===== config.mk =====
export PLATFORM = sky130hd
export DESIGN_NAME = phy_tx_scheduler
export DESIGN_NICKNAME = d
export VERILOG_FILES = /design/src/rtl/phy_pkg.sv /design/src/rtl/rr_arbiter.sv /design/src/rtl/phy_tx_scheduler.sv
export SDC_FILE = /design/constraint.sdc
export NUM_CORES = 1
export LEC_CHECK = 0
export BUFFER_PORTS_ARGS = -buffer_cell sky130_fd_sc_hd__buf_2
export CORE_MARGIN = 4
export CORE_UTILIZATION = 49
export DETAILED_ROUTE_END_ITERATION = 8
export PLACE_DENSITY = 0.8
export RECOVER_POWER = 25
export SYNTH_ARGS = -nofsm -noshare
export SYNTH_HDL_FRONTEND = slang
export SYNTH_HIERARCHICAL = 1
export SYNTH_SLANG_ARGS = --single-unit

===== constraint.sdc =====
create_clock -name clk_4f -period 4.4 [get_ports clk_4f]
set_input_delay 0.22 -clock clk_4f [delete_from_list [all_inputs] [get_ports clk_4f]]
set_output_delay 0.22 -clock clk_4f [all_outputs]
set_load 0.02 [all_outputs]

===== src/rtl/phy_pkg.sv =====
// Shared definitions for the PHY TX/RX lane schedulers: comma symbol,
// scheduler state encoding and a lane-slice helper.
package phy_pkg;

    // Idle / alignment comma symbol (K28.5 code-group byte).
    localparam logic [7:0] COMMA_BC = 8'hBC;

    // Largest lane count any scheduler in this family supports.
    localparam int MAX_LANES = 8;

    // Scheduler state: ALIGN emits the preamble, RUN arbitrates lane bytes.
    typedef enum logic {
        ST_ALIGN = 1'b0,
        ST_RUN   = 1'b1
    } state_t;

    // Extract byte 'idx' from a flattened lane bus (lane i on [8i+7:8i]).
    function automatic logic [7:0] lane_byte(input logic [8*MAX_LANES-1:0] bus,
                                             input logic [2:0]             idx);
        return bus[{idx, 3'b000} +: 8];
    endfunction

endpackage


===== src/rtl/rr_arbiter.sv =====
// Combinational round-robin arbiter with an optional "hold" on the current
// owner. Shared by the TX scheduler and the RX lane distributor.
module rr_arbiter
    import phy_pkg::*;
#(
    parameter int NUM_LANES = 4,
    localparam int PW = (NUM_LANES > 1) ? $clog2(NUM_LANES) : 1
) (
    input  logic [NUM_LANES-1:0] req,
    input  logic [PW-1:0]        rr_ptr,
    input  logic                 hold,
    output logic [NUM_LANES-1:0] grant
);

    // Stay on rr_ptr when allowed, else pick the first requester after it.
    always_comb begin
        logic          found;
        logic [PW-1:0] idx;
        // NOTE: every variable gets a default before any branch, so no path
        // leaves it unassigned and no latch is inferred.
        grant = '0;
        found = 1'b0;
        idx   = '0;
        if (hold && req[rr_ptr]) begin
            grant[rr_ptr] = 1'b1;
        end else begin
            // Offsets 1..NUM_LANES: rr_ptr itself is visited last.
            for (int off = 1; off <= NUM_LANES; off++) begin
                idx = PW'((int'(rr_ptr) + off) % NUM_LANES);
                if (!found && req[idx]) begin
                    grant[idx] = 1'b1;
                    found      = 1'b1;
                end
            end
        end
    end

endmodule


===== src/rtl/phy_tx_scheduler.sv =====
// TX byte scheduler: sends the comma preamble after enable, then shares the
// serializer between lane FIFOs with burst-limited round-robin, filling
// idle cycles with commas.
module phy_tx_scheduler
    import phy_pkg::*;
#(
    parameter int         NUM_LANES   = 4,
    parameter int         ALIGN_COUNT = 4,
    parameter int         BURST       = 2,
    parameter logic [7:0] COMMA       = COMMA_BC
) (
    input  logic                   clk_4f,
    input  logic                   reset,
    input  logic                   enable,
    input  logic [NUM_LANES-1:0]   req,
    input  logic [8*NUM_LANES-1:0] data_in,
    output logic [NUM_LANES-1:0]   grant,
    output logic [7:0]             data_out,
    output logic                   valid_out,
    output logic                   active_out,
    output logic                   err_comma
);

    localparam int PW  = (NUM_LANES > 1) ? $clog2(NUM_LANES) : 1;
    localparam int ACW = (ALIGN_COUNT > 1) ? $clog2(ALIGN_COUNT) : 1;
    localparam int BCW = (BURST > 1) ? $clog2(BURST) : 1;

    localparam logic [ACW-1:0] ALIGN_LAST = ACW'(ALIGN_COUNT - 1);
    localparam logic [BCW-1:0] BURST_LAST = BCW'(BURST - 1);
    localparam logic [PW-1:0]  PTR_RESET  = PW'(NUM_LANES - 1);

    state_t          state_q;
    logic [ACW-1:0]  align_cnt_q;
    logic [PW-1:0]   rr_ptr_q;
    logic [BCW-1:0]  burst_cnt_q;
    logic [BCW-1:0]  burst_cnt_d;
    logic [7:0]      data_q;
    logic            valid_q;
    logic            active_q;
    logic            err_q;

    logic [NUM_LANES-1:0] arb_grant;
    logic                 hold;
    logic                 running;
    logic                 sel_valid;
    logic [PW-1:0]        sel_idx;
    logic [7:0]           sel_byte;

    // The current owner may keep the lane until it has had BURST bytes.
    assign hold    = (burst_cnt_q < BURST_LAST);
    assign running = (state_q == ST_RUN) && enable;

    rr_arbiter #(
        .NUM_LANES (NUM_LANES)
    ) u_arb (
        .req    (req),
        .rr_ptr (rr_ptr_q),
        .hold   (hold),
        .grant  (arb_grant)
    );

    // Grant (FIFO pop) only while the link is running.
    assign grant = running ? arb_grant : '0;

    // Encode the one-hot grant and fetch the winning lane's byte.
    always_comb begin
        sel_idx = '0;
        for (int i = 0; i < NUM_LANES; i++) begin
            if (grant[i]) sel_idx = PW'(i);
        end
        sel_valid = |grant;
        sel_byte  = lane_byte((8*MAX_LANES)'(data_in), 3'(sel_idx));
    end

    // Burst counter: count back-to-back grants to one lane, saturating at the
    // limit so a long single-requester run cannot wrap into a fresh burst.
    always_comb begin
        if (sel_idx != rr_ptr_q)           burst_cnt_d = '0;
        else if (burst_cnt_q == BURST_LAST) burst_cnt_d = burst_cnt_q;
        else                                burst_cnt_d = burst_cnt_q + 1'b1;
    end

    // Scheduler FSM with registered outputs.
    // NOTE: sequential state uses non-blocking assignments so every register
    // samples pre-edge values regardless of statement order.
    always_ff @(posedge clk_4f or posedge reset) begin
        if (reset) begin
            state_q     <= ST_ALIGN;
            align_cnt_q <= '0;
            rr_ptr_q    <= PTR_RESET;
            burst_cnt_q <= '0;
            data_q      <= COMMA;
            valid_q     <= 1'b0;
            active_q    <= 1'b0;
            err_q       <= 1'b0;
        end else begin
            // Defaults: idle comma, no pulse; overridden by a delivered byte.
            data_q  <= COMMA;
            valid_q <= 1'b0;
            err_q   <= 1'b0;
            case (state_q)
                ST_ALIGN: begin
                    active_q <= 1'b0;
                    if (!enable) begin
                        align_cnt_q <= '0;
                    end else if (align_cnt_q == ALIGN_LAST) begin
                        align_cnt_q <= '0;
                        state_q     <= ST_RUN;
                    end else begin
                        align_cnt_q <= align_cnt_q + 1'b1;
                    end
                end
                ST_RUN: begin
                    if (!enable) begin
                        state_q     <= ST_ALIGN;
                        align_cnt_q <= '0;
                        active_q    <= 1'b0;
                    end else begin
                        active_q <= 1'b1;
                        if (sel_valid) begin
                            rr_ptr_q    <= sel_idx;
                            burst_cnt_q <= burst_cnt_d;
                            // A comma inside lane data is consumed but
                            // never forwarded; flag it instead.
                            if (sel_byte != COMMA) begin
                                data_q  <= sel_byte;
                                valid_q <= 1'b1;
                            end else begin
                                err_q <= 1'b1;
                            end
                        end else begin
                            burst_cnt_q <= '0;
                        end
                    end
                end
                default: state_q <= ST_ALIGN;
            endcase
        end
    end

    assign data_out   = data_q;
    assign valid_out  = valid_q;
    assign active_out = active_q;
    assign err_comma  = err_q;

endmodule


After elaboration in Yosys (flattened, before gate mapping)
Cells that the tools add are included.
{ "word_totals": {"register_bits": 17} }
{ "classes": {"addsub": 6, "magnitude_cmp": 11, "n_eq_ne": 4, "n_shift": 1, "muxes": 62, "n_bitwise": 4, "n_reduce_logical": 16} }
{ "ops": {"columns": ["operator", "n"], "rows": [
  ["64-bit by 6-bit variable part select with 8-bit output", 1],
  ["4-bit 2-to-1 mux", 9],
  ["8-bit 2-to-1 mux", 4],
  ["1-bit 2-to-1 mux", 31],
  ["2-bit by 3-bit < comparator with 1-bit output, second input constant", 5],
  ["4-bit OR", 3],
  ["1-bit binary-select mux with 2-bit select", 5],
  ["1-bit demux with 2-bit select", 5],
  ["2-bit by 1-bit >= comparator with 1-bit output, second input constant", 5],
  ["1-bit logical AND", 10],
  ["2-bit 2-to-1 mux", 5],
  ["8-bit != test, second input constant", 1],
  ["2-bit by 1-bit adder with 2-bit output, second input constant", 3],
  ["2-bit adder, second input constant", 2],
  ["1-bit one-hot mux with 2 select lines", 2],
  ["2-bit one-hot mux with 2 select lines", 1],
  ["4-bit OR reduction", 1],
  ["1-bit logical NOT", 3],
  ["3-bit AND reduction", 1],
  ["2-bit equality test, second input constant", 1],
  ["2-bit != test", 1],
  ["2-bit != test, second input constant", 1],
  ["2-bit AND reduction", 1],
  ["1-bit adder, second input constant", 1],
  ["other kinds (2)", 2]
]} }

Longest topological paths before layout
Gate-level depths: netlist of the first run.
{ "depth": {"depth_word": 27, "ltp_mapped": 13, "depth_no_buf": 10} }

Modules after synthesis
Netlist of the first run, hierarchy kept.
{ "modules_own_cells": {"columns": ["module", "n_inst", "cells_per_inst", "area_each_um2", "seq_area_each_um2"], "rows": [
  ["phy_tx_scheduler", 1, 110, 1049.8, 434.2],
  ["rr_arbiter", 1, 34, 361.6, 0.0]
]} }

Worst setup path after synthesis of the first run
Ideal clock, no wire load.
{ "synth_path": {"kind": "register to register", "from": "reg rr_ptr_q[0]", "to": "reg valid_q (netlist: valid_out)", "arrival_ps": 3248, "required_time_ps": 4276, "path_slack_ps": 1028, "path_stages_with_launch": 13, "synth_period_minus_slack_ps": 3372, "path_cell_list": "dfstp_2 -> buf_6 -> inv_1 -> ha_1 -> mux4_2 -> nor2b_4 -> a221oi_1 -> o2bb2ai_1 -> buf_6 -> o211a_4 -> or4b_1 -> o311a_1 -> o31a_1"} }
{ "synth_rtl": {"columns": ["element", "line", "source"], "rows": [
  ["from (decl)", "phy_tx_scheduler.sv:34", "logic [PW-1:0] rr_ptr_q;"],
  ["from (signal assigned)", "phy_tx_scheduler.sv:121", "rr_ptr_q <= sel_idx;"],
  ["parallel branches: the longest is 16 deep, another holds 2-bit by 3-bit < comparator with 1-bit output", null, null],
  ["4-bit 2-to-1 mux (*)", "rr_arbiter.sv:24", "if (hold && req[rr_ptr]) begin"],
  ["named net arb_grant[2]", "phy_tx_scheduler.sv:42", "logic [NUM_LANES-1:0] arb_grant;"],
  ["4-bit 2-to-1 mux (*)", "phy_tx_scheduler.sv:63", "assign grant = running ? arb_grant : '0;"],
  ["2-bit 2-to-1 mux (2 in series)", "phy_tx_scheduler.sv:69", "if (grant[i]) sel_idx = PW'(i);"],
  ["64-bit by 6-bit variable part select with 8-bit output", "phy_pkg.sv:20", "return bus[{idx, 3'b000} +: 8];"],
  ["8-bit != test", "phy_tx_scheduler.sv:125", "if (sel_byte != COMMA) begin"],
  ["1-bit 2-to-1 mux", "phy_tx_scheduler.sv:125", null],
  ["1-bit 2-to-1 mux (*)", "phy_tx_scheduler.sv:120", "if (sel_valid) begin"],
  ["1-bit 2-to-1 mux (*)", "phy_tx_scheduler.sv:114", "if (!enable) begin"],
  ["1-bit 2-to-1 mux (*)", "phy_tx_scheduler.sv:101", "case (state_q)"],
  ["to (signal assigned)", "phy_tx_scheduler.sv:93", "valid_q <= 1'b0;"],
  ["to (signal assigned)", "phy_tx_scheduler.sv:99", "valid_q <= 1'b0;"],
  ["to (signal assigned)", "phy_tx_scheduler.sv:127", "valid_q <= 1'b1;"],
  ["to (decl)", "phy_tx_scheduler.sv:38", "logic valid_q;"]
]} }
Mark *: on every way through the listed nets, which the timed path passes. The select of a mux whose other input is x is not followed.
A chain may end at the register's enable or synchronous reset.

Worst setup path in the final report of the first run
{ "layout_path": {"from": "reg rr_ptr_q[0]", "to": "reg valid_q (netlist: valid_out)"} }
{ "layout_rtl": {"columns": ["element", "line"], "rows": [
  ["parallel branches: the longest is 16 deep, another holds 2-bit by 3-bit < comparator with 1-bit output", null],
  ["4-bit 2-to-1 mux (*)", "rr_arbiter.sv:24"],
  ["named net arb_grant[3]", "phy_tx_scheduler.sv:42"],
  ["4-bit 2-to-1 mux (*)", "phy_tx_scheduler.sv:63"],
  ["2-bit 2-to-1 mux", "phy_tx_scheduler.sv:69"],
  ["64-bit by 6-bit variable part select with 8-bit output", "phy_pkg.sv:20"],
  ["8-bit != test", "phy_tx_scheduler.sv:125"],
  ["1-bit 2-to-1 mux", "phy_tx_scheduler.sv:125"],
  ["1-bit 2-to-1 mux (*)", "phy_tx_scheduler.sv:120"],
  ["1-bit 2-to-1 mux (*)", "phy_tx_scheduler.sv:114"],
  ["1-bit 2-to-1 mux (*)", "phy_tx_scheduler.sv:101"]
]} }
Marked as above.

==> results of run 1 <==
-- worst max path at each step --
stage,end,slack (ns),cells past startpoint
2_1_floorplan,valid_out,1.03,12
3_3_place_gp,valid_out,0.73,10
3_5_place_dp,valid_out,0.61,10
4_1_cts,valid_out,0.59,10
5_1_grt,valid_out,0.31,10
6_report,valid_out,0.59,10
-- cells by family after synthesis --
| family | Yosys count | share of synthesized area [%] |
|---|---|---|
| buffers and inverters | 14 | 5.053 |
| xor gates and xnor gates | 3 | 1.862 |
| adders and majority gates | 9 | 7.979 |
| AOI/OAI and AO/OA | 40 | 21.72 |
| muxes | 9 | 10.90 |
| and+or+nand+nor | 52 | 21.72 |
| DFF | 17 | 30.76 |
-- area by class of cell --
type / count / area share, %
clock buffer: 3 / 1.315
clock inverter: 1 / 0.2922
multi-input combinational: 113 / 52.89
timing repair buffer: 56 / 16.80
tap: 31 / 2.264
sequential: 17 / 25.35
inverter: 5 / 1.096
-- placed cells by master, fill, tap and decap left out, types with 6 or more instances in the layout --
master,instances
o21ai_0,12
a211oi_1,6
nand2_1,16
ha_1,9
and3_1,8
and2_1,8
buf_2,53
dfstp_2,7
dfrtp_1,10
-- where the power goes --
group / internal, mW / switching [mW]
registers: 0.187 / 0.0370
clock network: 0.0339 / 0.0522
logic: 0.202 / 0.276
-- state kept, by name, summed over array words and instances, names as in the netlist --
signal and cells:
err_comma 1, align_cnt_q 2, burst_cnt_q 1, active_out 1
rr_ptr_q 2, valid_out 1, data_out 8, state_q 1
-- worst reg2reg max path: cells and delay by family, from the launching register on --
family / cells / cell delay [ns]
compound gates: 5 / 1.46
fa+ha+maj: 1 / 0.40
buf+inv: 1 / 0.15
flops: 1 / 0.70
mux: 1 / 0.34
simple gates: 2 / 0.68
-- Yosys cell counts (all sizes together), types with 3 or more instances --
library cell and instances:
dfstp 7, nand4 3, o32ai 3, o2bb2ai 4, and3 8, o21ai 13
xnor2 3, a211oi 6, buf 5, a221oi 4, nor3 3, inv 5
dfrtp 10, mux4 5, and2 8, mux2i 3, clkbuf 4, ha 9
nand2 16, o21a 3, nor2b 3
-- per-stage QoR --
stage / power [mW] / cell area, sq um / std cells / setup WS (ns)
floorplan: 0.6212 / 1411 / 144 / 1.028
global placement: 0.6743 / 1685 / 222 / 0.7268
detailed placement: 0.6962 / 1685 / 222 / 0.6051
CTS: 0.7846 / 1713 / 226 / 0.5927
global route: 0.8584 / 1713 / 226 / 0.3113
finish: 0.7884 / 1713 / 226 / 0.5876
-- per-layer routing --
metal / share of wire (%) / up-vias / global-route usage, %
met5: 0 / - / 0
met4: 1.1 / 0 / 3.636
met3: 8.0 / 4 / 4.403
met2: 50 / 56 / 32.29
met1: 41 / 639 / 25.23
li1: - / 653 / -
==> reports/results.ini, run 1 <==
[outcome]
status = complete, but fails checks
violations = hold timing

[logic_synthesis]
post_synth_num_cell_types = 41
ys.flop_type = dfrtp_1
async_flop_share_pct = 100.0
yosys_register_bits = 17
synthTopCellsByArea = dfrtp_1 (18%), dfstp_2 (13%), ha_1 (8.0%)
syn_inst = 144
synth_area_sq_mm = 0.001411
synth-edff-count = 0
ys_warn_count = 6
avgSynthCellArea_sq_um = 9.801
syn_nets = 192
seq_area_frac_synth_pct = 30.76
synth_top_area_share_pct = 17.73
yosysTopAreaCell = dfrtp_1

[global_route]
grt_overflow = 0
grt_use_total_pct = 19.15
grt_pass1_wl_mm = 5.492
antenna_found_initial = 0
grt_max_degree = 18
grt_pass1_vias = 1225

[timing]
rsz0062_at_grt = no
setup_tns_ns = 0
finalHoldViolCount = 10
timing.fmax_mhz = 262.3
finalSetupViolCount = 0
worstMarginPinSlew_ns = 0.8816
drv_slew = 0
fin_skew_ns = 0.001346
fin_crit_ns = 3.812
fin_hold_ws_ns = -0.01022
period_share_pct = 86.65
relSlewSlack_pct = 41.23

[routing]
drt_iter0_drc = 55
drc = 0
wl_per_cell_microns = 15.91
ant_nets = 0
wirelength_mm = 3.596
viasPerCell = 5.982
firstDrtPassIters = 4
vias = 1352

[critical_path]
path_delay_family = compound AO/OA/AOI/OAI gates
slowest_delay_ns = 0.70
worstPathMaxFanout = 14
r2r-end = valid_out
rr_startpoint = rr_ptr_q[0]
worstPathCellList = inv_1, ha_1, mux4_2, nor2b_4, a221oi_1, o2bb2ai_1, o211a_4, or4b_1, o311a_1, o31a_1
r2r_setup_slack_ns = 0.59
worstSetupStartpointType = flip-flop
worstSetupEndpointType = flip-flop
crit_type = reg -> reg
r2r_cells = 10
startpoint = rr_ptr_q[0]
critPathRequiredTime_ns = 4.59
crit_path_top_delay_cell = dfstp_2
cp.arrival_ns = 4.00
cp_num_buf_inv = 1

[pwr]
p_leak_nw = 0.8129
power_density_mw_per_mm2 = 460.3
irDropWorstVdd_uv = 466.9

[finish]
area_delta_synth_final_pct = 21.37
fin_util_pct = 62.11
fin_nets = 244
drive_gt1_share_pct = 40.51
n_antenna_cell = 0
multi_input_area_sq_um = 905.9
regArea_sq_um = 434.2
fill_cells = 239

[clock_network]
clk_path_buf_depth = 2
cts_hold_buffers = 0
cts.sinks = 17
post_cts_resized = 0
cts_tree = done
cts_buffers = 3
clock_latency_ns = 0.29
ctsHtreeMaxLevel = 1
cts_setup_buffers = 0
clk_pin_slew_ns = 0.10
cts_root_buffer = clkbuf_4

[place]
dp_hpwl_mm = 2.820
io_buffers = 53
globalplace.congestion = 0.9202

[floorplanning]
die_y_microns = 61.67
start_util_pct = 51.18
rows = 19
core_sq_mm = 0.002758
dieWidth_microns = 61.67
ioPinCount = 54
die_area_sq_mm = 0.003803

[worst_hold_path]
hold_path_class = in -> async

[flow_run]
maxCapViolCount = 0

(Power assumes the default switching activity.)
==> inputs of run 2 (changes only) <==
--- a/config.mk
+++ b/config.mk
@@ -7,9 +7,9 @@
 export LEC_CHECK = 0
 export BUFFER_PORTS_ARGS = -buffer_cell sky130_fd_sc_hd__buf_2
 export CORE_MARGIN = 4
-export CORE_UTILIZATION = 49
+export CORE_UTILIZATION = 44
 export DETAILED_ROUTE_END_ITERATION = 8
-export PLACE_DENSITY = 0.8
+export PLACE_DENSITY = 0.76
 export RECOVER_POWER = 25
 export SYNTH_ARGS = -nofsm -noshare
 export SYNTH_HDL_FRONTEND = slang
==> constraint.sdc (replaced) <==
create_clock -name clk_4f -period 3.4 [get_ports clk_4f]
set_input_delay 0.17 -clock clk_4f [delete_from_list [all_inputs] [get_ports clk_4f]]
set_output_delay 0.17 -clock clk_4f [all_outputs]
set_load 0.1 [all_outputs]
==> run 2 against run 1 <==
The run now ends clean. Register-to-register slack worse by 0.51 ns. Clock skew increased by 0.0012 ns. Setup slack lost 0.51 ns. Combinational power increased by 68%. Final cell count is 8.4% higher. Via count increased by 3.3%. Die area rose by 9.8%. First-iteration DRC count up 100%.
==> reports/results.ini, run 2 (synthesis results as in run 1) <==
[critical_path]
startpoint = rr_ptr_q[0]  ; unchanged
r2r_setup_slack_ns = 0.08  ; was 0.59 ns
r2r-end = valid_out  ; unchanged
cp_num_buf_inv = 1  ; unchanged
worstSetupEndpointType = flip-flop  ; unchanged
crit_end = valid_out  ; unchanged
slowest_delay_ns = 0.54  ; was 0.70 ns
path_delay_family = compound AO/OA/AOI/OAI gates  ; unchanged
crit_path_top_delay_cell = dfstp_2  ; unchanged
r2r_cells = 9  ; was 10
worstSetupStartpointType = flip-flop  ; unchanged
critPathRequiredTime_ns = 3.60  ; was 4.59 ns
crit_cells = 9  ; was 10
rr_startpoint = rr_ptr_q[0]  ; unchanged
crit_type = reg -> reg  ; unchanged
worstPathCellList = buf_4, mux4_2, nor2b_4, a221oi_1, o2bb2ai_2, o211a_4, or4b_1, o311a_1, o31a_1  ; was inv_1, ha_1, mux4_2, nor2b_4, a221oi_1, o2bb2ai_1, o211a_4, or4b_1, o311a_1, o31a_1
worstPathMaxFanout = 11  ; was 14
cp.arrival_ns = 3.52  ; was 4.00 ns

[timing]
timing.fmax_mhz = 300.9  ; was 262.3 MHz
setup_tns_ns = 0  ; unchanged
drv_slew = 0  ; unchanged
worstMarginPinSlew_ns = 0.6708  ; was 0.8816 ns
finalHoldViolCount = 0  ; was 10
fin_crit_ns = 3.323  ; was 3.812 ns
fin_hold_ws_ns = 0.1879  ; was -0.01022 ns
rsz0062_at_grt = no  ; unchanged
fin_skew_ns = 0.002553  ; was 0.001346 ns
relSlewSlack_pct = 55.23  ; was 41.23%
period_share_pct = 97.74  ; was 86.65%
finalSetupViolCount = 0  ; unchanged
fin_ws_ns = 0.07689  ; was 0.5876 ns

[clock_network]
ctsHtreeMaxLevel = 1  ; unchanged
cts_setup_buffers = 0  ; unchanged
cts_tree = done  ; unchanged
clock_latency_ns = 0.30  ; was 0.29 ns
cts.sinks = 17  ; unchanged
clk_path_buf_depth = 2  ; unchanged
cts_buffers = 3  ; unchanged
cts_root_buffer = clkbuf_4  ; unchanged
clk_pin_slew_ns = 0.10  ; about the same

[finish]
area_delta_synth_final_pct = 29.52  ; was 21.37%
largest_register_ffs = 8  ; unchanged
stdcell_count = 245  ; was 226
drive_gt1_share_pct = 43.78  ; was 40.51%
final_common_cell = buf_2  ; unchanged
n_antenna_cell = 0  ; unchanged
fin_util_pct = 59.88  ; was 62.11%
mostFrequentLayoutCells = buf_2 (51), nand2_1 (16), o21ai_0 (12)  ; was buf_2 (53), nand2_1 (16), o21ai_0 (12)
fill_cells = 277  ; was 239
final_area_sq_mm = 0.001828  ; was 0.001713 sq mm
fin_nets = 250  ; was 244

[place]
dpl-instance-area_sq_mm = 0.001754  ; was 0.001685 sq mm
place_ws_ns = 0.05945  ; was 0.6051 ns
globalplace.congestion = 0.8625  ; was 0.9202
dp_hpwl_mm = 2.919  ; was 2.820 mm
dp.cells = 240  ; was 222
io_buffers = 53  ; unchanged

[routing]
viasPerCell = 5.698  ; was 5.982
vias = 1396  ; was 1352
wirelength_mm = 3.744  ; was 3.596 mm
drc = 0  ; unchanged
ant_nets = 0  ; unchanged
firstDrtPassIters = 4  ; unchanged
wl_per_cell_microns = 15.28  ; was 15.91 microns
drt_iter0_drc = 110  ; was 55

[pwr]
p_comb_share_pct = 68.5  ; was 60.6%
p_sw_uw = 562.0  ; was 365.3 uW
internal_power_uw = 611.5  ; was 423.2 uW
power_density_mw_per_mm2 = 641.9  ; was 460.3 mW/mm^2
irDropWorstVdd_uv = 344.9  ; was 466.9 uV
pwr-share-seq_pct = 21.9  ; was 28.4%
clockPowerShare_pct = 9.6  ; was 10.9%
swShare_pct = 47.89  ; was 46.33%
finalPower_mw = 1.173  ; was 788.4 uW
p_leak_nw = 0.8516  ; was 0.8129 nW

[global_route]
grt_max_degree = 18  ; unchanged
grt_overflow = 0  ; unchanged
grt_use_total_pct = 17.96  ; was 19.15%
grt_pass1_wl_mm = 6.023  ; was 5.492 mm
antenna_found_initial = 0  ; unchanged
grt_pass1_vias = 1349  ; was 1225

[floorplanning]
ioPinCount = 54  ; unchanged
rows = 20  ; was 19
core_sq_mm = 0.003053  ; was 0.002758 sq mm
die_y_microns = 64.64  ; was 61.67 microns
dieWidth_microns = 64.64  ; was 61.67 microns
start_util_pct = 46.23  ; was 51.18%
die_area_sq_mm = 0.004178  ; was 0.003803 sq mm

[worst_hold_path]
hold_path_class = in -> reg  ; was in -> async

[flow_run]
maxCapViolCount = 0  ; unchanged

[outcome]
status = complete, no violations  ; was complete, but fails checks

[run 2: changes by cell type in the layout (fill, tap and decap cells not counted), sizes merged]
cell	before	now
buf	56	60
clkbuf	3	4
dlygate4sd3	0	1
[run 2: layout make-up]
class / instances / area (sq um) / area share, %
Multi-Input combinational cell: 113 / 939.7 / 51.40
Inverter: 5 / 18.77 / 1.027
Timing Repair Buffer: 62 / 352.8 / 19.30
Clock inverter: 1 / 5.005 / 0.2738
Sequential cell: 17 / 434.2 / 23.75
Clock buffer: 3 / 22.52 / 1.232
Tap cell: 44 / 55.05 / 3.012
[run 2: metal layers]
metal,vias to the layer above,global-route usage [%],share of wire (%)
met3,4,3.466,6.1
met1,666,23.61,43
met4,0,4.749,0.72
met2,62,30.15,50
li1,664,-,-
met5,-,0,0
[run 2: how the worst min path moves through the flow]
stage / start / to / slack, ns / cells past startpoint
2_1_floorplan: reset / active_out / 0.09 / 1
3_3_place_gp: reset / align_cnt_q[1] / 0.27 / 2
3_5_place_dp: reset / align_cnt_q[0] / 0.29 / 2
4_1_cts: enable / state_q / 0.19 / 2
5_1_grt: enable / state_q / 0.19 / 2
6_report: enable / state_q / 0.19 / 2
[run 2: repair_timing]
action,in CTS,in global routing
hold buffers,1,0
endpoints found under the hold margin,10,0
setup endpoints to repair,0,3
gates resized for setup,0,5
[run 2: power by group through the flow]
stage          clock (mW)  combinational [mW]  sequential, mW
3_3_place_gp            0               0.716           0.258
5_1_grt             0.125               0.860           0.261
6_report            0.113               0.804           0.257
3_5_place_dp            0               0.750           0.261
2_1_floorplan           0               0.536           0.321
4_1_cts             0.113               0.754           0.257
